<file path="src/rtl/mem_arbiter.sv">
// mem_arbiter: shares the memory unit between fetch (port 0) and load/store (port 1).
// Build option: MEM_ARBITER_ROUND_ROBIN_EN selects round-robin instead of fixed priority.
module mem_arbiter (
    input  logic        clk,
    input  logic        reset,

    input  logic        p0_req,
    input  logic        p0_is_write,
    input  logic        p0_is_unsigned,
    input  logic [1:0]  p0_op,
    input  logic [31:0] p0_addr,
    input  logic [31:0] p0_wdata,
    output logic [31:0] p0_rdata,
    output logic        p0_done,
    output logic        p0_fault,

    input  logic        p1_req,
    input  logic        p1_is_write,
    input  logic        p1_is_unsigned,
    input  logic [1:0]  p1_op,
    input  logic [31:0] p1_addr,
    input  logic [31:0] p1_wdata,
    output logic [31:0] p1_rdata,
    output logic        p1_done,
    output logic        p1_fault,

    output logic        mem_available,
    output logic        mem_is_write,
    output logic        mem_is_unsigned,
    output logic [1:0]  mem_op,
    output logic [31:0] mem_addr,
    output logic [31:0] mem_wdata,
    input  logic [31:0] mem_out,
    input  logic        mem_busy,
    input  logic        mem_fault
);

    typedef enum logic [1:0] {
        S_IDLE    = 2'b00,
        S_ISSUE   = 2'b01,
        S_WAIT    = 2'b10,
        S_RELEASE = 2'b11
    } state_t;

    state_t      state_q, state_d;
    logic        owner_q, owner_d;
    logic        sticky_q, sticky_d;
    logic        avail_q, avail_d;

    logic        is_write_q, is_write_d;
    logic        is_unsigned_q, is_unsigned_d;
    logic [1:0]  op_q, op_d;
    logic [31:0] addr_q, addr_d;
    logic [31:0] wdata_q, wdata_d;

    logic        done0_q, done0_d;
    logic        done1_q, done1_d;
    logic        fault0_q, fault0_d;
    logic        fault1_q, fault1_d;
    logic [31:0] rdata0_q, rdata0_d;
    logic [31:0] rdata1_q, rdata1_d;

    logic        any_req;
    logic        winner;
    logic        fault_now;

`ifdef MEM_ARBITER_ROUND_ROBIN_EN
    logic        ptr_q, ptr_d;
`endif

    assign any_req   = p0_req | p1_req;
    assign fault_now = sticky_q | mem_fault;

    // Winner selection: on contention the preferred port wins, else the sole requester.
    always_comb begin
`ifdef MEM_ARBITER_ROUND_ROBIN_EN
        winner = (p0_req && p1_req) ? ptr_q : p1_req;
`else
        winner = p1_req;
`endif
    end

    // Next-state and registered-output computation for the handshake FSM.
    always_comb begin
        state_d       = state_q;
        owner_d       = owner_q;
        sticky_d      = sticky_q;
        avail_d       = avail_q;
        is_write_d    = is_write_q;
        is_unsigned_d = is_unsigned_q;
        op_d          = op_q;
        addr_d        = addr_q;
        wdata_d       = wdata_q;
        done0_d       = 1'b0;
        done1_d       = 1'b0;
        fault0_d      = fault0_q;
        fault1_d      = fault1_q;
        rdata0_d      = rdata0_q;
        rdata1_d      = rdata1_q;
`ifdef MEM_ARBITER_ROUND_ROBIN_EN
        ptr_d         = ptr_q;
`endif

        unique case (state_q)
            S_IDLE: begin
                if (any_req) begin
                    owner_d  = winner;
                    sticky_d = 1'b0;
                    avail_d  = 1'b1;
                    state_d  = S_ISSUE;
                    if (winner) begin
                        is_write_d    = p1_is_write;
                        is_unsigned_d = p1_is_unsigned;
                        op_d          = p1_op;
                        addr_d        = p1_addr;
                        wdata_d       = p1_wdata;
                    end else begin
                        is_write_d    = p0_is_write;
                        is_unsigned_d = p0_is_unsigned;
                        op_d          = p0_op;
                        addr_d        = p0_addr;
                        wdata_d       = p0_wdata;
                    end
`ifdef MEM_ARBITER_ROUND_ROBIN_EN
                    ptr_d = ~ptr_q;
`endif
                end
            end

            S_ISSUE: begin
                sticky_d = fault_now;
                if (mem_busy) begin
                    state_d = S_WAIT;
                end
            end

            S_WAIT: begin
                sticky_d = fault_now;
                if (!mem_busy) begin
                    avail_d = 1'b0;
                    state_d = S_RELEASE;
                    if (owner_q) begin
                        done1_d  = 1'b1;
                        fault1_d = fault_now;
                        rdata1_d = mem_out;
                    end else begin
                        done0_d  = 1'b1;
                        fault0_d = fault_now;
                        rdata0_d = mem_out;
                    end
                end
            end

            S_RELEASE: begin
                avail_d = 1'b0;
                state_d = S_IDLE;
            end

            default: begin
                avail_d = 1'b0;
                state_d = S_IDLE;
            end
        endcase
    end

    // Control state: FSM, owner, sticky fault and memory available strobe.
    always_ff @(posedge clk) begin
        if (reset) begin
            state_q  <= S_IDLE;
            owner_q  <= 1'b0;
            sticky_q <= 1'b0;
            avail_q  <= 1'b0;
        end else begin
            state_q  <= state_d;
            owner_q  <= owner_d;
            sticky_q <= sticky_d;
            avail_q  <= avail_d;
        end
    end

    // Latched request fields presented to the memory unit.
    always_ff @(posedge clk) begin
        if (reset) begin
            is_write_q    <= 1'b0;
            is_unsigned_q <= 1'b0;
            op_q          <= 2'b00;
            addr_q        <= 32'h0;
            wdata_q       <= 32'h0;
        end else begin
            is_write_q    <= is_write_d;
            is_unsigned_q <= is_unsigned_d;
            op_q          <= op_d;
            addr_q        <= addr_d;
            wdata_q       <= wdata_d;
        end
    end

    // Per-port response registers: done pulse, fault status and read data.
    always_ff @(posedge clk) begin
        if (reset) begin
            done0_q  <= 1'b0;
            done1_q  <= 1'b0;
            fault0_q <= 1'b0;
            fault1_q <= 1'b0;
            rdata0_q <= 32'h0;
            rdata1_q <= 32'h0;
        end else begin
            done0_q  <= done0_d;
            done1_q  <= done1_d;
            fault0_q <= fault0_d;
            fault1_q <= fault1_d;
            rdata0_q <= rdata0_d;
            rdata1_q <= rdata1_d;
        end
    end

`ifdef MEM_ARBITER_ROUND_ROBIN_EN
    // Round-robin pointer naming the port preferred at the next contention.
    always_ff @(posedge clk) begin
        if (reset) begin
            ptr_q <= 1'b0;
        end else begin
            ptr_q <= ptr_d;
        end
    end
`endif

    assign mem_available   = avail_q;
    assign mem_is_write    = is_write_q;
    assign mem_is_unsigned = is_unsigned_q;
    assign mem_op          = op_q;
    assign mem_addr        = addr_q;
    assign mem_wdata       = wdata_q;

    assign p0_done  = done0_q;
    assign p0_fault = fault0_q;
    assign p0_rdata = rdata0_q;
    assign p1_done  = done1_q;
    assign p1_fault = fault1_q;
    assign p1_rdata = rdata1_q;

endmodule

</file>
<file path="config.mk">
export PLATFORM = sky130hd
export DESIGN_NAME = mem_arbiter
export DESIGN_NICKNAME = d
export VERILOG_FILES = /design/src/rtl/mem_arbiter.sv
export SDC_FILE = /design/constraint.sdc
export NUM_CORES = 1
export LEC_CHECK = 0
export ABC_AREA = 0
export CAP_MARGIN = 10
export CELL_PAD_IN_SITES_DETAIL_PLACEMENT = 0
export CELL_PAD_IN_SITES_GLOBAL_PLACEMENT = 1
export CORE_AREA = 2 2 159 130
export CTS_CLUSTER_DIAMETER = 30
export DETAILED_ROUTE_END_ITERATION = 8
export DIE_AREA = 0 0 161 132
export GPL_ROUTABILITY_DRIVEN = 1
export GPL_TIMING_DRIVEN = 0
export PLACE_DENSITY = 0.88
export SLEW_MARGIN = 25
export SYNTH_ARGS = -nofsm -noshare
export SYNTH_HDL_FRONTEND = slang
export SYNTH_SLANG_ARGS = --single-unit
</file>
<file path="constraint.sdc">
create_clock -name clk -period 4.89 [get_ports clk]
set_clock_uncertainty 0.1 [all_clocks]
set_input_delay 0.7335 -clock clk [delete_from_list [all_inputs] [get_ports clk]]
set_output_delay 0.7335 -clock clk [all_outputs]
set_load 0.02 [all_outputs]
</file>
==> run metrics <==
worst supply voltage drop on vdd=0.203 mV; chain of cells forming the critical path=clkdlybuf4s50_1; flip-flop and latch count after synthesis=141; I/O pins=311; most frequent standard cell in the layout excluding fill and tap cells=clkdlybuf4s50_1; CP max stage cell=clkdlybuf4s50_1; Post-Synthesis Mean Instance Area=9.24 um2; CTS tree=yes; share of cells above drive strength 1=0.113; Crit path required time=4.06 ns; Initial Utilization=0.298; total internal power=3050 uW; Layout area overhead=69.1%; DR WL/cell=16.2 um; fraction of synthesized cell area taken by the top area cell type=0.484; detailed-routing iteration count for the pre-antenna-repair pass=4; Chip Width=161 um; Worst EP arrival=1.44 ns; slew of the pin with the lowest slew margin=0.812 ns; switching power=1670 uW; Seq/Total Area, Yosys=0.484; kind of cell adding the most delay to the critical path=buffers and inverters; count of synthesis-stage warnings from yosys=0; Levels on crit path=1; count of antenna diodes in the layout=0; number of instances on the worst hold path=2; net count after synthesis=810; Final min period=2.27 ns; antenna-violating nets left=0; type of the most critical hold path=reg -> reg; switching share of power=0.354; sink count of the clock tree=141; Max stage delay on crit path=0.64 ns; achievable frequency=440 MHz; FF-to-FF path depth=7; routed vias/inst=4.58; crit start category=register; max-capacitance violation count=0; proportion of power drawn by the clock network=0.287; largest net degree at the start of global routing=17; clock transition at the registers of the reported paths=0.06 ns; worst-case clock buffer depth=2; total wire length=20.0 mm; result of the run=complete, no violations; setup TNS=0 ns; number of global-route vias before repair=5,598; sum of overflow across all layers after global routing=0; CTS root buf=clkbuf_16; top area cells in the synthesized netlist=dfxtp_1 48%, mux2i_1 12%, a211oi_2 8.6%, nand2_1 8.4%, a21oi_1 5.8%; number of DRC markers in iteration 0=233; number of placement rows=46; P_leak=0.00369 uW; endpoint type of the worst setup path=primary output; worst setup path end=mem_addr[6]; Final Setup Violations=0; library cell occupying the most area in the post-synthesis netlist=dfxtp_1; number of buffers inserted by post-CTS setup repair=0; RSZ-0062 raised after global routing=false; normalized max-slew margin=0.459; Final Slew Violations=0; Synth cell types=25; power share of the combinational group=0.393; final RePlAce weighted congestion=0.787; wire length of the first global-routing pass=30.4 mm; critical path class=reg -> out; Floorplan Core Area=19,600 um2; via count=5,656; FF-to-FF Start=state_q[0]; maximum net fanout on the critical path=2; Post-DP HPWL=15.4 mm; DRC violations left=0; post-synthesis cell count=631; Net count, final=1,137; depth of the CTS H-tree=4; worst setup path startpoint=mem_addr[6]; number of antenna violations at the first check in global routing=0; final-report hold violation count=0; die span in y=132 um; total of cells resized after clock tree synthesis=0; Crit path buffers/inverters=1; CTS buffer count=17; combined global-route utilization of all metal layers=0.182; IO buf count=308; register-to-register setup slack=2.95 ns; proportion of power drawn by flip-flops and latches=0.320; worst-skew pair later-pin latency=0.41 ns; total die area=21,300 um2; Pwr Density=478 nW/um2; number of hold-repair buffers added at the cts stage=0; cell area after synthesis=5830 um2; commonest cells after routing, fill and taps aside=308 x clkdlybuf4s50_1, 141 x dfxtp_1, 131 x nand2_1; Crit Reg-Reg Endpoint=p0_rdata[11]; share of the cycle needed by the critical path after routing=0.465; Final Util=0.504
-- registers in the layout, summed over array words and instances, names as in the netlist, 2 cells and up --
register,flops
p0_rdata,32
mem_addr,32
state_q,2
p1_rdata,32
mem_op,2
mem_wdata,32
-- kinds of logic after synthesis --
logic type,share of synthesized area
AO/OA/AOI/OAI,0.190
adder cells (fa/ha/maj),0.0107
buffers and inverters,0.0502
flip-flops,0.484
multiplexers,0.120
AND/OR/NAND/NOR,0.145
-- cell usage after synthesis --
| master | number |
|---|---|
| and3b_1 | 1 |
| nor2_1 | 74 |
| nor3b_2 | 1 |
| ha_1 | 5 |
| a22oi_1 | 1 |
| nor2b_1 | 1 |
| clkbuf_1 | 9 |
| a211o_1 | 1 |
| a21oi_1 | 67 |
| buf_1 | 7 |
| nor3_1 | 2 |
| o21a_1 | 1 |
| a211oi_1 | 31 |
| o21ai_0 | 1 |
| buf_2 | 33 |
| nand2_1 | 131 |
| nand2b_1 | 2 |
| o41ai_1 | 1 |
| dfxtp_1 | 141 |
| inv_1 | 3 |
| mux2i_1 | 70 |
| a211oi_2 | 40 |
| nand3b_1 | 1 |
| buf_6 | 5 |
| or3b_1 | 2 |
-- per-layer routing --
layer,vias up,global-route usage,routed length (um),share of wire
li1,2815,-,-,-
met1,2606,0.224,8780,0.44
met2,221,0.299,9270,0.46
met3,14,0.0755,1770,0.088
met4,0,0.0412,181,0.0090
met5,-,0,0,0
-- worst reg2reg max path, cell delays in order, from the launching register on --
cell	delay [ns]
dfxtp_1	0.34
inv_1	0.11
ha_1	0.14
buf_2	0.17
nor3b_2	0.44
buf_2	0.33
nand2_1	0.10
a21oi_1	0.14
-- through the flow --
stage / cells / setup slack, ns / hold WS, ns / instance area (um2) / total power [uW]
6_report: 1235 / 2.62 / 0.353 / 9860 / 4710
5_1_grt: 1235 / 2.57 / 0.374 / 9860 / 4970
4_1_cts: 1235 / 2.60 / 0.357 / 9860 / 4770
3_5_place_dp: 1203 / 2.41 / 0.349 / 9240 / 3410
3_3_place_gp: 1203 / 2.47 / 0.342 / 9240 / 3370
2_1_floorplan: 631 / 3.09 / 0.384 / 5830 / 2590
-- area by class of cell --
type | instances | area, um2
Timing Repair Buffer | 308 | 3080
Clock buffer | 18 | 429
Multi-Input combinational cell | 433 | 2710
Fill cell | 1888 | 9710
Buffer | 54 | 282
Inverter | 3 | 11.3
Tap cell | 264 | 330
Sequential cell | 141 | 2820
Clock inverter | 14 | 185
-- power by group through the flow --
stage	clock network, uW	logic (uW)	registers [uW]
floorplan	0	802	1790
global placement	0	1850	1520
detailed placement	0	1870	1530
CTS	1380	1880	1510
global route	1430	2000	1540
finish	1350	1850	1510
-- worst min-delay path by stage --
stage	slack [ns]	endpoint	start
finish	0.35	p0_rdata[27]	p0_rdata[27]
floorplan	0.38	state_q[1]	state_q[1]
global route	0.37	p1_rdata[7]	p1_rdata[7]
global placement	0.34	p1_rdata[31]	p1_rdata[31]
detailed placement	0.35	p1_rdata[3]	p1_rdata[3]
CTS	0.36	p0_rdata[3]	p0_rdata[3]
(Power assumes the default switching activity.)
